$ cat src/rtl/ex_mem_reg.sv
// EX/MEM pipeline register: captures the execute-stage result and controls,
// resolves the branch decision, and flags results that may be forwarded back to EX.
module ex_mem_reg #(
    parameter int n = 64
) (
    input  logic         CLK,
    input  logic         Reset,
    input  logic         Stall,
    input  logic         Flush,
    input  logic         InValid,
    input  logic [n-1:0] ALUResult,
    input  logic         Zero,
    input  logic [n-1:0] StoreData,
    input  logic [n-1:0] BranchTarget,
    input  logic [4:0]   Rd,
    input  logic         RegWrite,
    input  logic         MemRead,
    input  logic         MemWrite,
    input  logic         MemToReg,
    input  logic         Branch,
    input  logic         UncondBranch,
    output logic         OutValid,
    output logic [n-1:0] ALUResultOut,
    output logic [n-1:0] StoreDataOut,
    output logic [n-1:0] BranchTargetOut,
    output logic [4:0]   RdOut,
    output logic         RegWriteOut,
    output logic         MemReadOut,
    output logic         MemWriteOut,
    output logic         MemToRegOut,
    output logic         PCSrc,
    output logic         FwdEn
);

    logic         validReg,    validNext;
    logic [n-1:0] aluReg,      aluNext;
    logic [n-1:0] storeReg,    storeNext;
    logic [n-1:0] targetReg,   targetNext;
    logic [4:0]   rdReg,       rdNext;
    logic         regWriteReg, regWriteNext;
    logic         memReadReg,  memReadNext;
    logic         memWriteReg, memWriteNext;
    logic         memToRegReg, memToRegNext;
    logic         pcSrcReg,    pcSrcNext;

    // Reset and Flush both produce an all-zero bubble; Stall holds; otherwise capture.
    always_comb begin
        validNext    = validReg;
        aluNext      = aluReg;
        storeNext    = storeReg;
        targetNext   = targetReg;
        rdNext       = rdReg;
        regWriteNext = regWriteReg;
        memReadNext  = memReadReg;
        memWriteNext = memWriteReg;
        memToRegNext = memToRegReg;
        pcSrcNext    = pcSrcReg;
        if (Reset || Flush) begin
            validNext    = 1'b0;
            aluNext      = '0;
            storeNext    = '0;
            targetNext   = '0;
            rdNext       = 5'd0;
            regWriteNext = 1'b0;
            memReadNext  = 1'b0;
            memWriteNext = 1'b0;
            memToRegNext = 1'b0;
            pcSrcNext    = 1'b0;
        end else if (!Stall) begin
            validNext    = InValid;
            aluNext      = ALUResult;
            storeNext    = StoreData;
            targetNext   = BranchTarget;
            rdNext       = Rd;
            // Controls of a non-instruction must never reach memory or the register file.
            regWriteNext = InValid & RegWrite;
            memReadNext  = InValid & MemRead;
            memWriteNext = InValid & MemWrite;
            memToRegNext = InValid & MemToReg;
            pcSrcNext    = InValid & (UncondBranch | (Branch & Zero));
        end
    end

    always_ff @(posedge CLK) begin
        validReg    <= validNext;
        aluReg      <= aluNext;
        storeReg    <= storeNext;
        targetReg   <= targetNext;
        rdReg       <= rdNext;
        regWriteReg <= regWriteNext;
        memReadReg  <= memReadNext;
        memWriteReg <= memWriteNext;
        memToRegReg <= memToRegNext;
        pcSrcReg    <= pcSrcNext;
    end

    assign OutValid        = validReg;
    assign ALUResultOut    = aluReg;
    assign StoreDataOut    = storeReg;
    assign BranchTargetOut = targetReg;
    assign RdOut           = rdReg;
    assign RegWriteOut     = regWriteReg;
    assign MemReadOut      = memReadReg;
    assign MemWriteOut     = memWriteReg;
    assign MemToRegOut     = memToRegReg;
    assign PCSrc           = pcSrcReg;

    // Writes to XZR are still carried through but must not be forwarded.
    assign FwdEn = validReg & regWriteReg & (rdReg != 5'd31);

endmodule

$ cat config.mk
export PLATFORM = sky130hd
export DESIGN_NAME = ex_mem_reg
export DESIGN_NICKNAME = d
export VERILOG_FILES = /design/src/rtl/ex_mem_reg.sv
export SDC_FILE = /design/constraint.sdc
export NUM_CORES = 1
export LEC_CHECK = 0
export ABC_AREA = 1
export ABC_CLOCK_PERIOD_IN_PS = 2100
export BUFFER_PORTS_ARGS = -buffer_cell sky130_fd_sc_hd__buf_2
export CORE_AREA = 2 2 160 162
export CTS_BUF_LIST = sky130_fd_sc_hd__clkbuf_16
export DETAILED_ROUTE_END_ITERATION = 7
export DIE_AREA = 0 0 162 164
export PLACE_DENSITY = 0.56
export SKIP_LAST_GASP = 1
export SYNTH_ARGS = -nofsm -noshare
export SYNTH_HDL_FRONTEND = slang
export SYNTH_SLANG_ARGS = --single-unit
$ cat constraint.sdc
create_clock -name CLK -period 2.1 [get_ports CLK]
set_clock_uncertainty 0.05 [all_clocks]
set_input_delay 0 -clock CLK [delete_from_list [all_inputs] [get_ports CLK]]
set_output_delay 0 -clock CLK [all_outputs]
set_load 0.05 [all_outputs]
==> results.yml, run 1 <==
run_status:
  outcome: "finished with violations"
  violations: "hold timing"
yosys:
  yosysSeqAreaShare_pct: 52.26
  synth_area_sq_um: 7776
  synth_top_cell_area_share_pct: 52.26
  syn_nets: 1099
  ys_async_sr_fraction_pct: 0
  yosys-top-cells-area: "dfxtp_1 (52%), nand2_1 (20%), a21oi_2 (19%)"
  syn_inst: 890
  yosys.area.top_type: "dfxtp_1"
  avgSynthCellArea_sq_um: 8.737
  yosysWarnings: 0
  synthFlopType: "dfxtp_1"
  synth.most_common_cell: "nand2_1"
  synth-edff-count: 0
  synthTopCellsByCount: "nand2_1 (408), dfxtp_1 (203), a21oi_2 (170)"
  synth-seq-cells: 203
  synth_cell_type_count: 13
power:
  p_sw_w: 0.002626
  power_density_nw_per_um2: 726.4
  power.share.switching_pct: 26.82
  p_comb_share_pct: 17.2
  sequentialPowerShare_pct: 41.2
  p_leak_nw: 5.994
  p_clk_share_pct: 41.6
  p_total_w: 0.009792
  p_int_w: 0.007166
  ir_drop_uv: 457.7
sta:
  finalHoldViolCount: 3
  maxSlewHeadroom_pct: 48.14
  hold_ws_ps: -28.17
  setup_viol: 0
  rsz0062_at_grt: "no"
  tns_ps: 0
  fmax_ghz: 0.5031
  min_period_ps: 1987
  worstMarginPinSlew_ps: 778.0
  drv_slew: 0
  finalCritPeriodShare_pct: 94.64
drt:
  dr.pass1.iters: 4
  drcViolationCount: 0
  ant_nets: 0
  routed_wl_um: 27470
  dr.first_iter.drc_count: 497
  via_per_inst: 4.502
  routedWlPerCell_um: 14.51
  num_vias: 8522
floorplan:
  rows: 58
  start_util_pct: 31.33
  die_area_sq_um: 26570
  dieWidth_um: 162
  pin_count: 413
  core-area_sq_um: 24820
  die_h_um: 164
worst_setup_path:
  cp.arrival_ps: 2380
  r2r_slack_ps: 800
  end_kind: "flip-flop"
  required_ps: 2500
  crit_type: "primary input to flip-flop"
  path_buf_inv: 5
  r2r_end: "ALUResultOut[43]"
  path_max_fanout: 6
  slowest_delay_ps: 580
  crit_chain: "dlygate4sd3_1 -> buf_2 -> inv_1 -> nor2_1 -> nand2_1 -> dlygate4sd3_1 -> a21oi_1 -> dlygate4sd3_1"
  slowest_stage: "dlygate4sd3_1"
  critPathTopFamily: "buffers and inverters"
  rr_worst_depth: 3
  timing.rr.start: "ALUResultOut[43]"
  critPathMostFrequentCell: "dlygate4sd3_1"
  startpoint_type: "primary input"
clock_network:
  cts_buffer_depth: 3
  clk-insertion-delay-late_ps: 500
  cts.sinks: 203
  cts_resized: 0
  numCtsBuffers: 24
  cts_hold_buf: 268
  cts_tree: "built"
  root_buffer: "clkbuf_16"
  cts_setup_buffers: 0
  cts.clk_slew.worst_paths_ps: 60
  htree_levels: 1
final_layout:
  syn2layout_area_growth_pct: 73.35
  drive_gt1_share_pct: 40.40
  final.fill_count: 2202
  nets: 1756
global_routing:
  antenna_found_initial: 1
  grt_usage_pct: 19.62
  gr-total-overflow: 0
  grt_pass1_vias: 8506
  grt_pass1_wl_um: 42940
  grt_max_degree: 114
place:
  dp.final_hpwl_um: 16970
  numPortBuffers: 412
  routabilityCongestion: 0.8133
hold_path:
  whs_path_depth: 4
  min_path_type: "primary input to flip-flop"
  hp-start: "Stall"
  min_to: "ALUResultOut[46]"
job:
  maxCapViolations: 0
## layout make-up
cell class | count | area (sq um) | share of cell area [%]
Multi-Input combinational cell | 617 | 3214 | 23.84
Antenna cell | 1 | 2.502 | 0.01856
Sequential cell | 203 | 4064 | 30.15
Clock inverter | 16 | 146.4 | 1.086
Timing Repair Buffer | 698 | 4999 | 37.08
Clock buffer | 25 | 625.6 | 4.641
Tap cell | 330 | 412.9 | 3.063
Inverter | 3 | 16.27 | 0.1207
## metal layers
layer	up-vias	wire length [um]	track usage, %
met2	367	13030	34.08
met1	3935	11130	23.12
met4	0	835	6.677
met3	65	2471	5.833
met5	-	0	0
li1	4155	-	-
## logic make-up (layout without fill, tap and decap cells)
family | Yosys count | in the layout | share of synthesized area [%]
buffers and inverters | 70 | 742 | 6.436
DFF | 203 | 203 | 52.26
other | 0 | 1 | 0
and+or+nand+nor | 414 | 414 | 20.03
AOI/OAI and AO/OA | 203 | 203 | 21.27
## state kept, by name (all words and copies together), names as in the netlist
name / count
ALUResultOut: 64
BranchTargetOut: 64
StoreDataOut: 64
RdOut: 5
MemReadOut: 1
MemToRegOut: 1
MemWriteOut: 1
OutValid: 1
PCSrc: 1
RegWriteOut: 1
## tightest hold or removal path, stage by stage
cell,delay (ps)
buf_6,120
buf_12,200
nand2_1,100
a21oi_1,60
## layout by cell type (no fill, tap or decap)
cell,n
buf_4,9
a21oi_1,33
bufinv_16,3
nand3_1,1
nor2_1,4
a21oi_2,170
diode_2,1
buf_12,9
dfxtp_1,203
clkinv_1,6
clkbuf_16,25
inv_8,1
nand2_1,408
dlygate4sd3_1,268
inv_6,1
buf_6,1
or2_4,1
buf_2,411
inv_1,8
## power by group through the flow
| stage | sequential, W | combinational (W) | clock (W) |
|---|---|---|---|
| after CTS | 0.00403 | 0.00167 | 0.00419 |
| final | 0.00404 | 0.00168 | 0.00407 |
| after global placement | 0.00411 | 0.00128 | 0 |
| after floorplan | 0.00454 | 0.000462 | 0 |
| after detailed placement | 0.00412 | 0.00129 | 0 |
| after global routing | 0.00405 | 0.00179 | 0.00435 |
## per-stage QoR
stage               hold slack [ps]  area [sq um]  utilization, %  cells  setup WS (ps)
finish                       -28.17         13480           54.32   1893          112.5
global placement              200.5         10020           40.39   1583          786.2
floorplan                     92.99          7776               -    890          644.9
global route                  24.24         13480           54.32   1893          9.065
CTS                           1.901         13480           54.31   1892          188.1
detailed placement            207.5         10020           40.39   1583          783.8
## worst max path at each step
stage	start	to	slack [ps]	depth (start not counted)
final	InValid	MemToRegOut	110	8
after global routing	InValid	RegWriteOut	9	8
after CTS	InValid	RegWriteOut	190	8
after detailed placement	Flush	BranchTargetOut[8]	780	4
after global placement	Reset	MemReadOut	790	4
after floorplan	OutValid	FwdEn	640	2
Note: power is estimated with default switching activity, not from simulation.
==> run 2: changes to the inputs <==
- CELL_PAD_IN_SITES_DETAIL_PLACEMENT: not set -> 1
- CELL_PAD_IN_SITES_GLOBAL_PLACEMENT: not set -> 1
- CORE_AREA: 2 2 160 162 -> 2 2 159 161
- DIE_AREA: 0 0 162 164 -> 0 0 161 163
- PLACE_DENSITY: 0.56 -> 0.77
==> results.yml, run 2 (synthesis gave the netlist of run 1 again) <==
run_status:
  outcome: "finished clean"
floorplan:
  dieWidth_um: 161
  start_util_pct: 31.52
  pin_count: 413
  die_area_sq_um: 26240
  rows: 58
  die_h_um: 163
  core-area_sq_um: 24670
worst_setup_path:
  crit_type: "primary input to flip-flop"
  startpoint_type: "primary input"
  cp.arrival_ps: 2300
  end_kind: "flip-flop"
  path_max_fanout: 6
  required_ps: 2510
place:
  dpl-instance-area_sq_um: 10040
  numPortBuffers: 412
  routabilityCongestion: 0.8131
  dp.cells: 1582
  dp.final_hpwl_um: 18560
final_layout:
  final.fill_count: 2943
  fin_cells: 1914
  most-common-layout-cells: "buf_2 (411), nand2_1 (408), dlygate4sd3_1 (283)"
  syn2layout_area_growth_pct: 75.48
  multi_input_area_sq_um: 3217
  final_common_cell: "buf_2"
  drive_gt1_share_pct: 40.29
  seq_area_sq_um: 4064
  final_util_pct: 55.30
  stdcell_area_sq_um: 13650
  nets: 1770
power:
  p_total_w: 0.009944
  power_density_nw_per_um2: 728.7
  ir_drop_uv: 519.3
  p_leak_nw: 6.092
sta:
  finalCritPeriodShare_pct: 90.13
  worstMarginPinSlew_ps: 573.2
  maxSlewHeadroom_pct: 61.78
  fmax_ghz: 0.5283
  drv_slew: 0
  rsz0062_at_grt: "no"
  tns_ps: 0
  finalHoldViolCount: 0
  setup_viol: 0
  min_period_ps: 1893
clock_network:
  htree_levels: 1
  cts_setup_buffers: 0
  cts_buffer_depth: 3
  cts.sinks: 203
  root_buffer: "clkbuf_16"
  cts.clk_slew.worst_paths_ps: 60
  clk-insertion-delay-late_ps: 510
  cts_tree: "built"
  numCtsBuffers: 24
job:
  maxCapViolations: 0
hold_path:
  min_path_type: "primary input to flip-flop"
drt:
  drcViolationCount: 0
  num_vias: 9190
  via_per_inst: 4.801
  dr.first_iter.drc_count: 490
  ant_nets: 0
  routed_wl_um: 39360
  routedWlPerCell_um: 20.56
  dr.pass1.iters: 5
global_routing:
  grt_pass1_wl_um: 59510
  grt_usage_pct: 28.77
  gr-total-overflow: 0
  antenna_found_initial: 8
  grt_max_degree: 113
  grt_pass1_vias: 10607
-- run 2: cell types whose count changed in the layout (fill, tap and decap cells not counted), sizes merged --
cell,delta
inv,-1
buf,-1
diode,+7
clkinv,+2
bufinv,-1
dlygate4sd3,+15
-- run 2: area by class of cell --
type,count,share of cell area [%]
timing repair buffer,712,37.86
sequential,203,29.78
multi-input combinational,617,23.57
clock buffer,25,4.585
tap,330,3.026
clock inverter,16,0.9078
antenna,8,0.1467
inverter,3,0.1192
-- run 2: through the flow --
stage	worst slack (ps)	hold slack, ps
finish	207.2	20.14
global route	106.8	44.77
CTS	229.8	1.652
detailed placement	932.0	209.2
global placement	962.3	200.6
floorplan	644.9	92.99
-- run 2: per-layer routing --
| metal | part of all wire, % | routed length [um] | track usage (%) | vias up |
|---|---|---|---|---|
| met5 | 0 | 0 | 0 | - |
| met4 | 5.8 | 2291 | 17.09 | 0 |
| met3 | 7.6 | 2984 | 8.174 | 162 |
| met2 | 52 | 20440 | 53.90 | 465 |
| met1 | 35 | 13640 | 28.15 | 4375 |
| li1 | - | - | - | 4188 |
-- run 2: critical path: stages --
cell           delay [ps]
dlygate4sd3_1         530
buf_2                 110
inv_1                  40
nor2_2                220
nand2_1                90
dlygate4sd3_1         590
a21oi_1               150
dlygate4sd3_1         570
-- run 2: final timing paths --
path | from | slack [ps] | cells past startpoint | to
setup reg to reg | ALUResultOut[59] | 700 | 3 | ALUResultOut[59]
setup / recovery | InValid | 210 | 8 | RegWriteOut
hold / removal | Stall | 20 | 4 | ALUResultOut[41]
hold reg to reg | StoreDataOut[1] | 430 | 2 | StoreDataOut[1]
-- run 2: power by group --
group | internal, W | switching [W]
registers | 0.00397 | 0.0000782
logic | 0.000710 | 0.00108
clock network | 0.00238 | 0.00172
total | 0.00706 | 0.00288
-- run 2: what timing repair did --
item | in CTS | in global routing
setup endpoints to repair | 0 | 1
hold buffers | 283 | 0
hold endpoints to repair | 203 | 0
gates resized for setup | 0 | 1
==> run 3: changes to the inputs <==
- SETUP_SLACK_MARGIN: not set -> 0.5
==> results.yml, run 3 (synthesis gave the netlist of run 1 again) <==
clock_network:
  cts_tree: "built"
  root_buffer: "clkbuf_16"
  clk-insertion-delay-late_ps: 510
  cts.sinks: 203
  cts_setup_buffers: 0
  htree_levels: 1
  cts.clk_slew.worst_paths_ps: 60
  cts_buffer_depth: 3
  numCtsBuffers: 24
final_layout:
  nets: 1760
  drive_gt1_share_pct: 40.93
  final_common_cell: "buf_2"
  most-common-layout-cells: "buf_2 (411), nand2_1 (408), dlygate4sd3_1 (269)"
  syn2layout_area_growth_pct: 74.59
sta:
  worstMarginPinSlew_ps: 551.8
  min_period_ps: 1579
  finalCritPeriodShare_pct: 75.20
  drv_slew: 0
  finalHoldViolCount: 0
  rsz0062_at_grt: "no"
  tns_ps: 0
  setup_viol: 0
  fin_ws_ps: 520.9
  fmax_ghz: 0.6333
  maxSlewHeadroom_pct: 63.22
global_routing:
  antenna_found_initial: 6
  grt_max_degree: 113
  met3_usage_pct: 7.767
  grt_usage_pct: 28.62
  grt_util_met1_pct: 28.76
  grt_pass1_vias: 10526
  grt_pass1_wl_um: 59260
  busiest_layer: "met2"
  grt_util_met2_pct: 53.59
  gr-total-overflow: 0
drt:
  dr.first_iter.drc_count: 518
  dr.pass1.iters: 4
  via_per_inst: 4.783
  num_vias: 9102
  ant_nets: 0
  drcViolationCount: 0
  routedWlPerCell_um: 20.65
  routed_wl_um: 39300
floorplan:
  dieWidth_um: 161
  rows: 58
  pin_count: 413
  die_area_sq_um: 26240
  core-area_sq_um: 24670
  die_h_um: 163
  start_util_pct: 31.52
place:
  numPortBuffers: 412
  routabilityCongestion: 0.8131
  pre_cts_ws_ps: 932.0
  dp.final_hpwl_um: 18560
power:
  power_density_nw_per_um2: 730.5
  p_leak_nw: 6.089
  ir_drop_uv: 471.1
  p_total_w: 0.009918
worst_setup_path:
  startpoint_type: "primary input"
  crit_type: "primary input to flip-flop"
  end_kind: "flip-flop"
  cp.arrival_ps: 1930
  path_max_fanout: 1
  required_ps: 2450
hold_path:
  min_path_type: "primary input to flip-flop"
job:
  maxCapViolations: 0
run_status:
  outcome: "finished clean"
## run 3: through the flow
step | hold slack, ps | std cells | cell area [sq um] | utilization [%]
floorplan | 92.99 | 890 | 7776 | -
global placement | 200.6 | 1582 | 10040 | 40.69
detailed placement | 209.2 | 1582 | 10040 | 40.69
CTS | 1.979 | 1906 | 13620 | 55.21
global route | 46.15 | 1902 | 13570 | 55.02
finish | 2.300 | 1903 | 13580 | 55.03
## run 3: layout make-up
class | instances | area, sq um
Fill cell | 2922 | 11100
Timing Repair Buffer | 702 | 5080
Sequential cell | 203 | 4064
Multi-Input combinational cell | 617 | 3237
Clock buffer | 25 | 625.6
Tap cell | 330 | 412.9
Clock inverter | 16 | 123.9
Antenna cell | 7 | 17.52
Inverter | 3 | 16.27
## run 3: path summary, 6_finish.rpt
kind                     from                to  slack [ps]  depth (start not counted)
max                     Rd[0]          RdOut[0]         520                          6
min                     Stall  ALUResultOut[46]           2                          4
max reg2reg  ALUResultOut[59]  ALUResultOut[59]         680                          3
min reg2reg   ALUResultOut[0]   ALUResultOut[0]         430                          2
## run 3: metal layers
layer | wire, um | vias to the layer above
met4 | 2085 | 0
met2 | 20360 | 449
met1 | 14050 | 4342
li1 | - | 4165
met5 | 0 | -
met3 | 2813 | 146
## run 3: power by group
group | internal, W | switching [W] | total (W) | leakage (nW)
clock | 0.00238 | 0.00170 | 0.00409 | 0.395
sequential | 0.00397 | 0.0000787 | 0.00405 | 1.65
combinational | 0.000702 | 0.00108 | 0.00178 | 4.04
total | 0.00706 | 0.00286 | 0.00992 | 6.09
## run 3: what timing repair did
item	4_1_cts	5_1_grt
gates resized for setup	0	10
setup endpoints to repair	0	28
hold buffers	283	0
hold endpoints to repair	203	0
## run 3: critical path, stage by stage
cell           delay (ps)
dlygate4sd3_1         560
buf_2                 130
nand2_1                50
dlygate4sd3_1         580
a21oi_2                60
dlygate4sd3_1         550
